==> config.mk <==
export PLATFORM = sky130hd
export DESIGN_NAME = tmds_rx_channel
export DESIGN_NICKNAME = d
export VERILOG_FILES = /design/src/rtl/tmds_rx_pkg.sv /design/src/rtl/tmds_rx_align_fsm.sv /design/src/rtl/tmds_rx_channel.sv
export SDC_FILE = /design/constraint.sdc
export NUM_CORES = 1
export LEC_CHECK = 0
export BUFFER_PORTS_ARGS = -buffer_cell sky130_fd_sc_hd__buf_2
export CAP_MARGIN = 20
export CORE_ASPECT_RATIO = 1.4
export CORE_MARGIN = 1
export CORE_UTILIZATION = 40
export CTS_CLUSTER_DIAMETER = 50
export DETAILED_ROUTE_END_ITERATION = 10
export HOLD_SLACK_MARGIN = 0.05
export SLEW_MARGIN = 20
export SYNTH_ARGS = -nofsm -noshare
export SYNTH_HDL_FRONTEND = slang
export SYNTH_SLANG_ARGS = --single-unit
==> constraint.sdc <==
create_clock -name clock -period 2 [get_ports clock]
set_clock_uncertainty 0.1 [all_clocks]
set_input_delay 0.1 -clock clock [delete_from_list [all_inputs] [get_ports clock]]
set_output_delay 0.1 -clock clock [all_outputs]
set_load 0.02 [all_outputs]
==> src/rtl/tmds_rx_pkg.sv <==
// Shared definitions for the TMDS receive channel: FSM state encoding,
// control-token words and the 10b->8b decode helpers.
package tmds_rx_pkg;

  typedef enum logic [1:0] {
    SEARCH = 2'd0,
    SLIP   = 2'd1,
    WAIT   = 2'd2,
    LOCKED = 2'd3
  } rx_state_e;

  localparam logic [9:0] TOKEN_C00 = 10'b1101010100;
  localparam logic [9:0] TOKEN_C01 = 10'b0010101011;
  localparam logic [9:0] TOKEN_C10 = 10'b0101010100;
  localparam logic [9:0] TOKEN_C11 = 10'b1010101011;

  function automatic logic is_ctrl_token(input logic [9:0] word);
    return (word == TOKEN_C00) || (word == TOKEN_C01) ||
           (word == TOKEN_C10) || (word == TOKEN_C11);
  endfunction

  function automatic logic [1:0] ctrl_token_value(input logic [9:0] word);
    logic [1:0] c;
    case (word)
      TOKEN_C01: c = 2'b01;
      TOKEN_C10: c = 2'b10;
      TOKEN_C11: c = 2'b11;
      default:   c = 2'b00;
    endcase
    return c;
  endfunction

  // word[9] undoes the DC-balance inversion, word[8] selects XOR vs XNOR chaining.
  function automatic logic [7:0] tmds_decode_word(input logic [9:0] word);
    logic [7:0] d;
    logic [7:0] q;
    d    = word[9] ? ~word[7:0] : word[7:0];
    q[0] = d[0];
    for (int i = 1; i < 8; i++) begin
      q[i] = word[8] ? (d[i] ^ d[i-1]) : ~(d[i] ^ d[i-1]);
    end
    return q;
  endfunction

endpackage

==> src/rtl/tmds_rx_align_fsm.sv <==
// Word-alignment FSM for one TMDS channel: searches for control-token runs,
// pulses bitslip when a search window expires, and tracks loss of lock.
// Optional TMDS_RX_SLIP_COUNT_EN adds saturating slip/loss counters.
module tmds_rx_align_fsm
  import tmds_rx_pkg::*;
#(
  parameter int LOCK_TOKENS  = 16,
  parameter int SEARCH_WORDS = 4096,
  parameter int SLIP_SETTLE  = 8,
  parameter int LOSS_WORDS   = 8192
) (
  input  logic       clock,
  input  logic       reset_n,
  input  logic       token,
  input  logic       relock,
  output logic       bitslip,
  output logic       locked,
  output logic       lock_next
`ifdef TMDS_RX_SLIP_COUNT_EN
  ,
  output logic [7:0] slip_count,
  output logic [7:0] loss_count
`endif
);

  localparam int RUN_W    = $clog2(LOCK_TOKENS + 1);
  localparam int WORD_W   = $clog2(SEARCH_WORDS + 1);
  localparam int SETTLE_W = $clog2(SLIP_SETTLE + 1);
  localparam int LOSS_W   = $clog2(LOSS_WORDS + 1);

  localparam logic [1:0] ST_SEARCH = SEARCH;
  localparam logic [1:0] ST_SLIP   = SLIP;
  localparam logic [1:0] ST_WAIT   = WAIT;
  localparam logic [1:0] ST_LOCKED = LOCKED;

  logic [1:0]          state;
  logic [1:0]          state_next;
  logic [RUN_W-1:0]    run_cnt;
  logic [WORD_W-1:0]   word_cnt;
  logic [SETTLE_W-1:0] settle_cnt;
  logic [LOSS_W-1:0]   loss_cnt;

  logic lock_hit;
  logic search_done;
  logic settle_done;
  logic loss_done;

  assign lock_hit    = token && (run_cnt == RUN_W'(LOCK_TOKENS - 1));
  assign search_done = (word_cnt == WORD_W'(SEARCH_WORDS - 1));
  assign settle_done = (settle_cnt == SETTLE_W'(SLIP_SETTLE - 1));
  assign loss_done   = (loss_cnt == LOSS_W'(LOSS_WORDS - 1));

  // NOTE: every variable driven here gets a default first so no latch is inferred.
  always_comb begin
    state_next = state;
    if (relock) begin
      state_next = ST_SEARCH;
    end else begin
      case (state)
        ST_SEARCH: begin
          // A completed token run wins over an expiring search window.
          if (lock_hit)         state_next = ST_LOCKED;
          else if (search_done) state_next = ST_SLIP;
        end
        ST_SLIP:   state_next = ST_WAIT;
        ST_WAIT:   if (settle_done) state_next = ST_SEARCH;
        ST_LOCKED: if (!token && loss_done) state_next = ST_SEARCH;
        default:   state_next = ST_SEARCH;
      endcase
    end
  end

  // NOTE: sequential state uses non-blocking assignments so every register
  // samples pre-edge values regardless of statement order.
  always_ff @(posedge clock or negedge reset_n) begin
    if (!reset_n) begin
      state      <= ST_SEARCH;
      run_cnt    <= '0;
      word_cnt   <= '0;
      settle_cnt <= '0;
      loss_cnt   <= '0;
    end else begin
      state <= state_next;

      if (!relock && state == ST_SEARCH && state_next == ST_SEARCH) begin
        word_cnt <= word_cnt + WORD_W'(1);
        run_cnt  <= token ? run_cnt + RUN_W'(1) : '0;
      end else begin
        word_cnt <= '0;
        run_cnt  <= '0;
      end

      if (!relock && state == ST_WAIT) settle_cnt <= settle_cnt + SETTLE_W'(1);
      else                             settle_cnt <= '0;

      if (!relock && state == ST_LOCKED && !token) loss_cnt <= loss_cnt + LOSS_W'(1);
      else                                         loss_cnt <= '0;
    end
  end

  assign bitslip   = (state == ST_SLIP);
  assign locked    = (state == ST_LOCKED);
  assign lock_next = (state_next == ST_LOCKED);

`ifdef TMDS_RX_SLIP_COUNT_EN
  // Diagnostic counters survive relock; only reset clears them.
  always_ff @(posedge clock or negedge reset_n) begin
    if (!reset_n) begin
      slip_count <= '0;
      loss_count <= '0;
    end else begin
      if (state == ST_SLIP && slip_count != 8'hFF) slip_count <= slip_count + 8'd1;
      if (state == ST_LOCKED && state_next == ST_SEARCH && loss_count != 8'hFF)
        loss_count <= loss_count + 8'd1;
    end
  end
`endif

endmodule

==> src/rtl/tmds_rx_channel.sv <==
// One TMDS receive channel after the 1:10 deserializer: word alignment via
// bitslip plus a two-stage decode pipeline. Optional TMDS_RX_SLIP_COUNT_EN.
module tmds_rx_channel
  import tmds_rx_pkg::*;
#(
  parameter int LOCK_TOKENS  = 16,
  parameter int SEARCH_WORDS = 4096,
  parameter int SLIP_SETTLE  = 8,
  parameter int LOSS_WORDS   = 8192
) (
  input  logic       clock,
  input  logic       reset_n,
  input  logic [9:0] din,
  input  logic       relock,
  output logic       bitslip,
  output logic       locked,
  output logic       video_de,
  output logic [1:0] video_c,
  output logic [7:0] video_data
`ifdef TMDS_RX_SLIP_COUNT_EN
  ,
  output logic [7:0] slip_count,
  output logic [7:0] loss_count
`endif
);

  logic [9:0] din_q;
  logic       token_q;
  logic       lock_next;

  always_ff @(posedge clock or negedge reset_n) begin
    if (!reset_n) din_q <= '0;
    else          din_q <= din;
  end

  assign token_q = is_ctrl_token(din_q);

  tmds_rx_align_fsm #(
    .LOCK_TOKENS  (LOCK_TOKENS),
    .SEARCH_WORDS (SEARCH_WORDS),
    .SLIP_SETTLE  (SLIP_SETTLE),
    .LOSS_WORDS   (LOSS_WORDS)
  ) u_align (
    .clock      (clock),
    .reset_n    (reset_n),
    .token      (token_q),
    .relock     (relock),
    .bitslip    (bitslip),
    .locked     (locked),
    .lock_next  (lock_next)
`ifdef TMDS_RX_SLIP_COUNT_EN
    ,
    .slip_count (slip_count),
    .loss_count (loss_count)
`endif
  );

  // Gating on the FSM's next state keeps the video outputs in step with locked.
  always_ff @(posedge clock or negedge reset_n) begin
    if (!reset_n) begin
      video_de   <= 1'b0;
      video_c    <= 2'b00;
      video_data <= 8'h00;
    end else if (!lock_next) begin
      video_de   <= 1'b0;
      video_c    <= 2'b00;
      video_data <= 8'h00;
    end else if (token_q) begin
      video_de   <= 1'b0;
      video_c    <= ctrl_token_value(din_q);
      video_data <= 8'h00;
    end else begin
      video_de   <= 1'b1;
      video_data <= tmds_decode_word(din_q);
    end
  end

endmodule

==> qor.yml <==
die:
  die_height_um: 99.0
  initial_core_util: 0.412
  die_x_um: 71.3
  fp.coreArea_mm2: 0.00653
  rows: 35
  die_area_mm2: 0.00705
  io_pins: 26
synthesis:
  synth_mux_area_frac: 0
  synthSimpleGateAreaFrac: 0.226
  ys_seq_area_frac: 0.550
  avgSynthCellArea_um2: 10.9
  ys_ff_latch: 59
  ys_warn_count: 0
  synth_xor_area_frac: 0.124
  synth_area_mm2: 0.00269
  syn_nets: 265
  ys_types: 40
  asyncSetResetFlopFracSynth: 1.00
  synth-edff-count: 0
  synthFlopType: "dfrtp_1"
  synth_compound_area_frac: 0.0447
  syn_inst: 247
  synth_fa_ha_area_frac: 0.0233
  synth_top_family_by_area: "simple AND/OR/NAND/NOR gates"
worst_setup_path:
  worstSetupEndpointType: "register"
  reg2reg_setup_slack_ps: 100
  crit_type: "register to register"
  r2r-end: "u_align.state[0]"
  ff2ff_path_depth: 5
  timing.rr.start: "u_align.loss_cnt[0]"
  crit_required_ps: 2110
  critPathArrivalTime_ps: 2010
  cp-start-kind: "register"
  worst-path-max-fanout: 5
cts:
  root_buffer: "clkbuf_8"
  cts.sinks: 59
  clk_pin_slew_ps: 70
  cts_tree: "done"
  cts-htree-levels: 3
  clk_latency_ps: 330
  cts_buffers: 9
  clockBufferDepth: 2
  post_cts_buffers: 0
pwr:
  finalPower_mw: 2.66
  ir_drop_v: 0.000470
  leakage_nw: 1.47
  power.density_mw_per_mm2: 808
cells_and_area:
  final_area_mm2: 0.00329
  drive_gt1_frac: 0.191
  nNetsFinal: 312
  multi_input_area_mm2: 0.00113
  seqCellArea_mm2: 0.00148
  mostFrequentLayoutCells: "dfrtp_1, nor2_1, xnor2_1"
  syn_to_final_growth_pct: 22.4
  diodes: 0
  fill_cells: 600
  final_common_cell: "dfrtp_1"
sta:
  fin_crit_sh: 0.951
  setup_viol: 0
  max_freq_mhz: 526
  slew_viol_final: 0
  worst_pin_slew_ps: 476
  timing.setup.tns_ps: 0
  rsz0062_at_grt: "no"
  fin_ws_ps: 97.2
  fin_crit_ps: 1900
  hold_viol_final: 0
  relSlewSlack: 0.682
grt:
  grt_overflow_total: 0
  grt_start_max_net_pins: 50
  grt_pass1_vias: 1925
  antenna_found_initial: 0
  grt_usage: 0.158
  grt_pass1_wl_um: 8520
detailed_routing:
  final_antenna_net_count: 0
  drt_iter0_drc: 83
  wl_per_cell_um: 13.3
  drt-pass1-iter-count: 4
  vias: 1895
  vias_per_cell: 5.08
  drc: 0
  wl_um: 4950
placement:
  dp_hpwl_um: 3430
  portBuffers: 25
  placed_cell_area_mm2: 0.00292
  pre_cts_ws_ps: 82.3
  globalplace.congestion: 0.733
min_path:
  hp-class: "input pin to async pin"
outcome:
  status: "finished clean"
run:
  cap_violations: 0
## flip-flops by register name, summed over array words and instances (netlist names)
name                count
din_q                  10
u_align.state           2
video_c                 2
video_de                1
u_align.run_cnt         5
video_data              8
u_align.settle_cnt      4
u_align.loss_cnt       14
u_align.word_cnt       13
## critical path: stages, from the launching register on
cell	delay, ps
dfrtp_1	390
ha_2	240
nand4_4	130
or4_4	610
o31ai_2	210
a31oi_1	100
## synthesized netlist by cell type, types with 2 or more instances
cell      count  area [um^2]
a211oi_1      3         22.5
a21oi_1       4         20.0
and3_1        7         43.8
and3b_1       2         17.5
and4_1        2         17.5
buf_2         3         15.0
buf_4         4         30.0
dfrtp_1      59         1480
ha_1          5         62.6
inv_1        10         37.5
nand2_1       6         22.5
nand3_1      14         70.1
nand4_1       9         56.3
nor2_1       35          131
nor2b_1       3         18.8
nor3_1       16         80.1
nor3b_1       2         15.0
nor4_1        2         12.5
o211ai_1      2         15.0
o21ai_0       2         10.0
or3_1         2         12.5
xnor2_1      27          236
xor2_1       11         96.3
## layout make-up
| type | instances | area share |
|---|---|---|
| Sequential cell | 59 | 0.449 |
| Multi-Input combinational cell | 170 | 0.344 |
| Timing Repair Buffer | 44 | 0.0943 |
| Clock buffer | 11 | 0.0430 |
| Clock inverter | 5 | 0.0304 |
| Tap cell | 74 | 0.0281 |
| Inverter | 10 | 0.0114 |
## cells by family (layout without fill, tap and decap cells)
group | after synthesis | count (layout)
fa+ha+maj | 5 | 5
flops | 59 | 59
compound gates | 17 | 17
buf+inv | 18 | 70
xor+xnor | 38 | 38
simple gates | 110 | 110
## routing by layer
layer | track usage | part of all wire
met2 | 0.264 | 0.50
met4 | 0.0692 | 0.020
met3 | 0.0511 | 0.030
met1 | 0.186 | 0.45
met5 | 0 | 0
## power by group
part / internal (mW) / switching, mW / leakage [nW]
clock network: 0.858 / 0.459 / 0.123
logic: 0.0614 / 0.0543 / 0.551
registers: 1.21 / 0.0171 / 0.799
## per-stage QoR
stage          utilization  instances  hold slack, ps
5_1_grt              0.504        373            82.1
6_report             0.504        373            68.2
4_1_cts              0.503        373            67.7
3_3_place_gp         0.448        345            -108
2_1_floorplan            -        247            -296
3_5_place_dp         0.448        345            -104
## timing repair
| item | 4_1_cts | 5_1_grt |
|---|---|---|
| endpoints found under the setup margin | 0 | 10 |
| gates resized for setup | 0 | 2 |
| hold endpoints to repair | 73 | 0 |
| hold buffers | 12 | 0 |
## worst max path at each step
stage / start / to / depth (start not counted)
3_5_place_dp: u_align.loss_cnt[0] / u_align.state[0] / 5
2_1_floorplan: u_align.loss_cnt[0] / u_align.state[0] / 5
5_1_grt: u_align.loss_cnt[0] / video_data[6] / 5
3_3_place_gp: u_align.loss_cnt[0] / video_data[5] / 5
4_1_cts: u_align.loss_cnt[0] / u_align.state[0] / 5
6_report: u_align.loss_cnt[0] / u_align.state[0] / 5
No activity file was read; power rests on OpenSTA's default activity.
